File: src/rtl/step_pkg.sv
// Shared types and helpers for the step clock controller.
//   step_state_e   : controller FSM states
//   cnt_width()    : counter width able to hold 0..n-1 (at least 1 bit)
//   *_SYNC_RESET   : reset levels of the input synchronizers
package step_pkg;

    typedef enum logic [1:0] {
        S_IDLE,
        S_STEP,
        S_HOLD,
        S_RUN
    } step_state_e;

    // Key is active-low, so "released" is a high level.
    localparam logic KEY_SYNC_RESET = 1'b1;
    localparam logic RUN_SYNC_RESET = 1'b0;

    function automatic int unsigned cnt_width(input int unsigned n);
        return (n <= 1) ? 1 : $clog2(n);
    endfunction

endpackage

File: src/rtl/step_clock_ctrl_if.sv
// Signal bundle between the board inputs/outputs and the step clock controller.
//   key_n_i      : raw step push-button, active-low, asynchronous
//   run_i        : raw run/step mode switch, asynchronous (1 = free run)
//   step_en_o    : one-cycle clock enable to the core
//   pressed_o    : debounced button level (1 = pressed)
//   run_o        : debounced mode level
//   step_count_o : wrapping count of issued enables
// master drives the raw inputs, slave is the controller.
interface step_clock_ctrl_if #(
    parameter int unsigned CNT_W = 24
) ();

    logic             key_n_i;
    logic             run_i;
    logic             step_en_o;
    logic             pressed_o;
    logic             run_o;
    logic [CNT_W-1:0] step_count_o;

    modport master (
        output key_n_i,
        output run_i,
        input  step_en_o,
        input  pressed_o,
        input  run_o,
        input  step_count_o
    );

    modport slave (
        input  key_n_i,
        input  run_i,
        output step_en_o,
        output pressed_o,
        output run_o,
        output step_count_o
    );

endinterface

File: src/rtl/sync_debounce.sv
// Two-flop synchronizer followed by a counter debouncer.
//   clk    : board clock
//   reset  : asynchronous, active-high
//   din_i  : raw asynchronous input
//   stb_o  : debounced stable level
// A change is accepted only after the synchronized input has differed from
// the stable value for DEBOUNCE_CYCLES consecutive cycles.
module sync_debounce
    import step_pkg::*;
#(
    parameter int unsigned DEBOUNCE_CYCLES = 500000,
    parameter logic        RESET_VAL       = 1'b0
) (
    input  logic clk,
    input  logic reset,
    input  logic din_i,
    output logic stb_o
);

    localparam int unsigned   CW      = cnt_width(DEBOUNCE_CYCLES);
    localparam logic [CW-1:0] CNT_MAX = CW'(DEBOUNCE_CYCLES - 1);

    logic          sync1_q;
    logic          sync2_q;
    logic          stb_q;
    logic          stb_d;
    logic [CW-1:0] cnt_q;
    logic [CW-1:0] cnt_d;

    always_ff @(posedge clk or posedge reset) begin
        if (reset) begin
            sync1_q <= RESET_VAL;
            sync2_q <= RESET_VAL;
            stb_q   <= RESET_VAL;
            cnt_q   <= '0;
        end else begin
            sync1_q <= din_i;
            sync2_q <= sync1_q;
            stb_q   <= stb_d;
            cnt_q   <= cnt_d;
        end
    end

    always_comb begin
        stb_d = stb_q;
        cnt_d = '0;
        if (sync2_q != stb_q) begin
            // Accept on the last differing cycle; counter clears either way.
            if (cnt_q == CNT_MAX) begin
                stb_d = sync2_q;
            end else begin
                cnt_d = cnt_q + 1'b1;
            end
        end
    end

    assign stb_o = stb_q;

endmodule

File: src/rtl/step_clock_ctrl.sv
// Clock-enable generator for the soft core, running on the 50 MHz clock.
//   clk   : 50 MHz board clock
//   reset : asynchronous, active-high
//   bus   : slave side of step_clock_ctrl_if (raw key/run in; enable,
//           debounced levels and enable count out)
// Single-step mode emits one enable per debounced press; run mode emits an
// enable every RUN_DIV cycles.
module step_clock_ctrl
    import step_pkg::*;
#(
    parameter int unsigned DEBOUNCE_CYCLES = 500000,
    parameter int unsigned RUN_DIV         = 1,
    parameter int unsigned CNT_W           = 24
) (
    input  logic               clk,
    input  logic               reset,
    step_clock_ctrl_if.slave   bus
);

    localparam int unsigned   DW      = cnt_width(RUN_DIV);
    localparam logic [DW-1:0] DIV_MAX = DW'(RUN_DIV - 1);

    logic             stb_key;
    logic             stb_run;
    logic             pressed;
    logic             run_lvl;
    logic             pressed_q;
    logic             press_rise;
    logic             step_en;
    step_state_e      state_q;
    step_state_e      state_d;
    logic [DW-1:0]    div_q;
    logic [DW-1:0]    div_d;
    logic [CNT_W-1:0] count_q;
    logic [CNT_W-1:0] count_d;

    sync_debounce #(
        .DEBOUNCE_CYCLES (DEBOUNCE_CYCLES),
        .RESET_VAL       (KEY_SYNC_RESET)
    ) u_key_db (
        .clk   (clk),
        .reset (reset),
        .din_i (bus.key_n_i),
        .stb_o (stb_key)
    );

    sync_debounce #(
        .DEBOUNCE_CYCLES (DEBOUNCE_CYCLES),
        .RESET_VAL       (RUN_SYNC_RESET)
    ) u_run_db (
        .clk   (clk),
        .reset (reset),
        .din_i (bus.run_i),
        .stb_o (stb_run)
    );

    assign pressed    = ~stb_key;
    assign run_lvl    = stb_run;
    // pressed_q tracks the level in every state, so a press made while
    // running or held across leaving run mode never shows up as an edge.
    assign press_rise = pressed & ~pressed_q;

    always_ff @(posedge clk or posedge reset) begin
        if (reset) begin
            state_q   <= S_IDLE;
            div_q     <= '0;
            count_q   <= '0;
            pressed_q <= 1'b0;
        end else begin
            state_q   <= state_d;
            div_q     <= div_d;
            count_q   <= count_d;
            pressed_q <= pressed;
        end
    end

    always_comb begin
        state_d = state_q;
        div_d   = div_q;
        case (state_q)
            S_IDLE: begin
                div_d = '0;
                // Run takes priority over a simultaneous press edge.
                if (run_lvl) begin
                    state_d = S_RUN;
                end else if (press_rise) begin
                    state_d = S_STEP;
                end
            end
            S_STEP: begin
                state_d = S_HOLD;
            end
            S_HOLD: begin
                if (run_lvl) begin
                    state_d = S_RUN;
                end else if (!pressed) begin
                    state_d = S_IDLE;
                end
            end
            S_RUN: begin
                if (!run_lvl) begin
                    state_d = S_IDLE;
                    div_d   = '0;
                end else if (div_q == DIV_MAX) begin
                    div_d = '0;
                end else begin
                    div_d = div_q + 1'b1;
                end
            end
            default: begin
                state_d = S_IDLE;
                div_d   = '0;
            end
        endcase
    end

    // Decoded purely from registers: no combinational path from the inputs.
    assign step_en = (state_q == S_STEP) || ((state_q == S_RUN) && (div_q == DIV_MAX));

    always_comb begin
        count_d = count_q;
        if (step_en) begin
            count_d = count_q + 1'b1;
        end
    end

    assign bus.step_en_o    = step_en;
    assign bus.pressed_o    = pressed;
    assign bus.run_o        = run_lvl;
    assign bus.step_count_o = count_q;

endmodule

File: src/flat_wrapper.sv
// flat-port wrapper written by rule: the top's interface ports become plain ports
module step_clock_ctrl_flat import step_pkg::*;
#(
    parameter int unsigned DEBOUNCE_CYCLES = 500000,
    parameter int unsigned RUN_DIV         = 1,
    parameter int unsigned CNT_W           = 24
)
  (clk, reset, bus_key_n_i, bus_run_i, bus_step_en_o, bus_pressed_o, bus_run_o, bus_step_count_o);
  step_clock_ctrl_if #(.CNT_W(CNT_W)) bus_i ();
  input  logic clk;
  input  logic reset;
  input wire logic [$bits(bus_i.key_n_i)-1:0] bus_key_n_i;
  input wire logic [$bits(bus_i.run_i)-1:0] bus_run_i;
  output wire logic [$bits(bus_i.step_en_o)-1:0] bus_step_en_o;
  output wire logic [$bits(bus_i.pressed_o)-1:0] bus_pressed_o;
  output wire logic [$bits(bus_i.run_o)-1:0] bus_run_o;
  output wire logic [$bits(bus_i.step_count_o)-1:0] bus_step_count_o;
  assign bus_i.key_n_i = bus_key_n_i;
  assign bus_i.run_i = bus_run_i;
  assign bus_step_en_o = bus_i.step_en_o;
  assign bus_pressed_o = bus_i.pressed_o;
  assign bus_run_o = bus_i.run_o;
  assign bus_step_count_o = bus_i.step_count_o;
  step_clock_ctrl #(.DEBOUNCE_CYCLES(DEBOUNCE_CYCLES), .RUN_DIV(RUN_DIV), .CNT_W(CNT_W)) u_core (.clk(clk), .reset(reset), .bus(bus_i));
endmodule
File: config.mk
export PLATFORM = sky130hd
export DESIGN_NAME = step_clock_ctrl_flat
export DESIGN_NICKNAME = d
export VERILOG_FILES = /design/src/rtl/step_pkg.sv /design/src/rtl/step_clock_ctrl_if.sv /design/src/rtl/sync_debounce.sv /design/src/rtl/step_clock_ctrl.sv /design/src/flat_wrapper.sv
export SDC_FILE = /design/constraint.sdc
export NUM_CORES = 1
export LEC_CHECK = 0
export BUFFER_PORTS_ARGS = -buffer_cell sky130_fd_sc_hd__buf_2
export CAP_MARGIN = 20
export CORE_MARGIN = 1.5
export CORE_UTILIZATION = 59
export CTS_CLUSTER_SIZE = 40
export DETAILED_ROUTE_END_ITERATION = 8
export PLACE_DENSITY = 0.79
export SLEW_MARGIN = 20
export SYNTH_ARGS = -nofsm -noshare
export SYNTH_HDL_FRONTEND = slang
export SYNTH_SLANG_ARGS = --single-unit
File: constraint.sdc
create_clock -name clk -period 2.7 [get_ports clk]
set_input_delay 0.135 -clock clk [delete_from_list [all_inputs] [get_ports clk]]
set_output_delay 0.135 -clock clk [all_outputs]
set_load 0.1 [all_outputs]
==> metrics.md <==
| Metric | Value |
|---|---|
| Fillcell total | 430 |
| Largest net degree at the start of global routing | 38 |
| RSZ-0062 raised after global routing | no |
| Slowest stage delay, CP | 0.59 ns |
| Final WL | 6200 um |
| #FFs+latches synth | 71 |
| Share of layout cells above drive strength 1 | 0.181 |
| Fin nets | 355 |
| Initial DRC Count | 131 |
| P&R area growth vs syn | 13.2% |
| Synth cell count leaders | dfrtp_1 (68), nor2_1 (36), xnor2_1 (30) |
| Avg WL per Cell | 14.6 um |
| IO Count | 31 |
| Maxcap violations | 0 |
| Count of cell types in the netlist | 42 |
| Hold Violations, Final | 0 |
| Clk_skew | 0.00880 ns |
| Min Clock Period, post-route | 1.93 ns |
| Setup Buffers After CTS | 0 |
| Max_slew headroom | 0.512 |
| Synth area leader | dfrtp_1 |
| Post-Syn Instances | 309 |
| DIE WIDTH | 78.1 um |
| Crit-path max FO | 6 |
| Top post-synthesis cells by area | dfrtp_1 (51%), xnor2_1 (7.9%), xor2_1 (5.0%) |
| GRT Residual Overflow | 0 |
| Peak VDD IR | 0.438 mV |
| Type of origin of the critical path | flip-flop |
| Max-slew violations | 0 |
| DIE AREA | 6100 um^2 |
| Crit-path cells | ha_1 -> nand4_1 -> nor4_2 -> nand3_1 -> xnor2_1 |
| Ys flop type | dfrtp_1 |
| Most frequent cell after synthesis | dfrtp_1 |
| Initial Utilization | 0.608 |
| Core box area | 5470 um^2 |
| First-pass GRT wire length | 11,000 um |
| Die H | 78.1 um |
| DP Wirelength | 4390 um |
| Leakage power | 1.68 nW |
| Post-synth EDFFs | 0 |
| Share of the synthesized area in the top cell type | 0.511 |
| GRT Total Usage | 0.231 |
| Vias/cell | 5.62 |
| Final ANT Viol Nets | 0 |
| Crit path DAT | 2.16 ns |
| Avg Cell Area, Syn | 10.8 um^2 |
| Gpl congestion | 0.856 |
| Power per cell area | 507 nW/um^2 |
| Row cnt | 27 |
| H-tree levels | 3 |
| Via count | 2,390 |
| Final setup fails | 0 |
| CTS Sinks | 71 |
| TNS Setup | 0 ns |
| Yosys warns | 0 |
| CTS max path bufs | 2 |
| Root Buffer | clkbuf_8 |
| Proportion of synthesized chip area in sequential cells | 0.535 |
| Worst Tran Pin Value | 0.731 ns |
| Critical path endpoint category | flip-flop |
| CTS tree | built |
| Clock transition at the registers of the reported paths | 0.07 ns |
| Post-route DRC | 0 |
| Post_cts resized | 0 |
| Status | finished, final reports clean |
| Fin util | 0.688 |
| Synth Net Count | 316 |
| CTS Buf Count | 9 |
| Worst EP required | 2.93 ns |
| Hold Path Class | flip-flop to flip-flop |
| Drt first pass iters | 4 |
| Worst skew pair latency | 0.34 ns |
| F_max | 0.518 GHz |
| Buffers on Ports | 30 |
| Initial antenna violation count | 0 |
| N_diodes | 0 |
| Critical path's slowest cell | nor4_2 |
| Synth async-reset ratio | 1.00 |
| Vias in the first global route | 2,413 |
| Crit share post-route | 0.715 |
| WS Path Type | flip-flop to flip-flop |
| Post-Syn Area | 3330 um^2 |
## critical path: cells and delay by family (launching register included)
kind / cells / cell delay [ns]
XOR/XNOR: 1 / 0.17
adder cells (fa/ha/maj): 1 / 0.20
flip-flops: 1 / 0.45
AND/OR/NAND/NOR: 3 / 1.00
## flip-flops by register name, summed over array words and instances, names as in the netlist
signal / count
u_core.bus.step_count_o: 24
u_core.pressed_q: 1
u_core.state_q: 2
u_core.u_key_db.cnt_q: 19
u_core.u_key_db.stb_o: 1
u_core.u_key_db.sync1_q: 1
u_core.u_key_db.sync2_q: 1
u_core.u_run_db.cnt_q: 19
u_core.u_run_db.stb_o: 1
u_core.u_run_db.sync1_q: 1
u_core.u_run_db.sync2_q: 1
## where the power goes
group	internal [mW]	switching [mW]
logic	0.0180	0.0376
clock network	0.411	0.358
registers	1.08	0.0109
total	1.50	0.407
## worst paths after layout
kind | startpoint | end | slack [ns] | cells past startpoint
setup / recovery | u_core.bus.step_count_o[0] | u_core.bus.step_count_o[22] | 0.77 | 5
hold / removal | u_core.u_key_db.sync1_q | u_core.u_key_db.sync2_q | 0.35 | 0
setup reg to reg | u_core.bus.step_count_o[0] | u_core.bus.step_count_o[22] | 0.77 | 5
hold reg to reg | u_core.u_key_db.sync1_q | u_core.u_key_db.sync2_q | 0.35 | 0
max in group asynchronous | reset | u_core.u_key_db.stb_o | 1.53 | 4
min in group asynchronous | reset | u_core.u_run_db.sync1_q | 0.47 | 3
## logic make-up after synthesis
| family | share of synthesized area |
|---|---|
| buf+inv | 0.0199 |
| simple gates | 0.250 |
| mux | 0.0132 |
| fa+ha+maj | 0.0113 |
| compound gates | 0.0417 |
| xor+xnor | 0.129 |
| flops | 0.535 |
## what timing repair did
| action | in CTS | in global routing |
|---|---|---|
| endpoints found under the setup margin | 0 | 0 |
| hold buffers | 3 | 0 |
| endpoints found under the hold margin | 34 | 0 |
## final cells by class
cell class / instances / area [um^2] / share of cell area
sequential: 71 / 1780 / 0.473
clock buffer: 16 / 180 / 0.0478
multi-input combinational: 224 / 1480 / 0.393
tap: 72 / 90.1 / 0.0239
inverter: 7 / 26.3 / 0.00698
timing repair buffer: 35 / 208 / 0.0551
## per-stage QoR
step	worst slack, ns	instances	total power [mW]	instance area, um^2	hold WS [ns]
2_1_floorplan	0.350	309	1.14	3330	0.139
3_3_place_gp	0.827	406	1.16	3560	0.244
3_5_place_dp	0.768	406	1.16	3560	0.254
4_1_cts	0.758	425	1.94	3770	0.348
5_1_grt	0.576	425	1.99	3770	0.355
6_report	0.769	425	1.91	3770	0.348
## placed cells by master, fill, tap and decap left out, types with 5 or more instances in the layout
cell,Yosys,final
nor4_1,5,5
buf_2,4,30
nor2_1,36,36
xnor2_1,30,30
and4_1,7,7
nand4_1,17,17
nor3_1,9,9
o21ai_0,7,7
or3_1,7,7
xor2_1,19,19
inv_1,7,6
nand3_1,22,22
dfrtp_1,68,68
nand2_1,20,20
a21oi_1,10,10
clkbuf_8,0,12
## per-layer routing
| metal | wire length, um | GRT usage | part of all wire | up-vias |
|---|---|---|---|---|
| met5 | 0 | 0 | 0 | - |
| met1 | 2780 | 0.291 | 0.45 | 1175 |
| met3 | 202 | 0.0593 | 0.033 | 9 |
| li1 | - | - | - | 1160 |
| met4 | 105 | 0.0964 | 0.017 | 0 |
| met2 | 3110 | 0.380 | 0.50 | 46 |
Power figures use the tool's default switching activity.
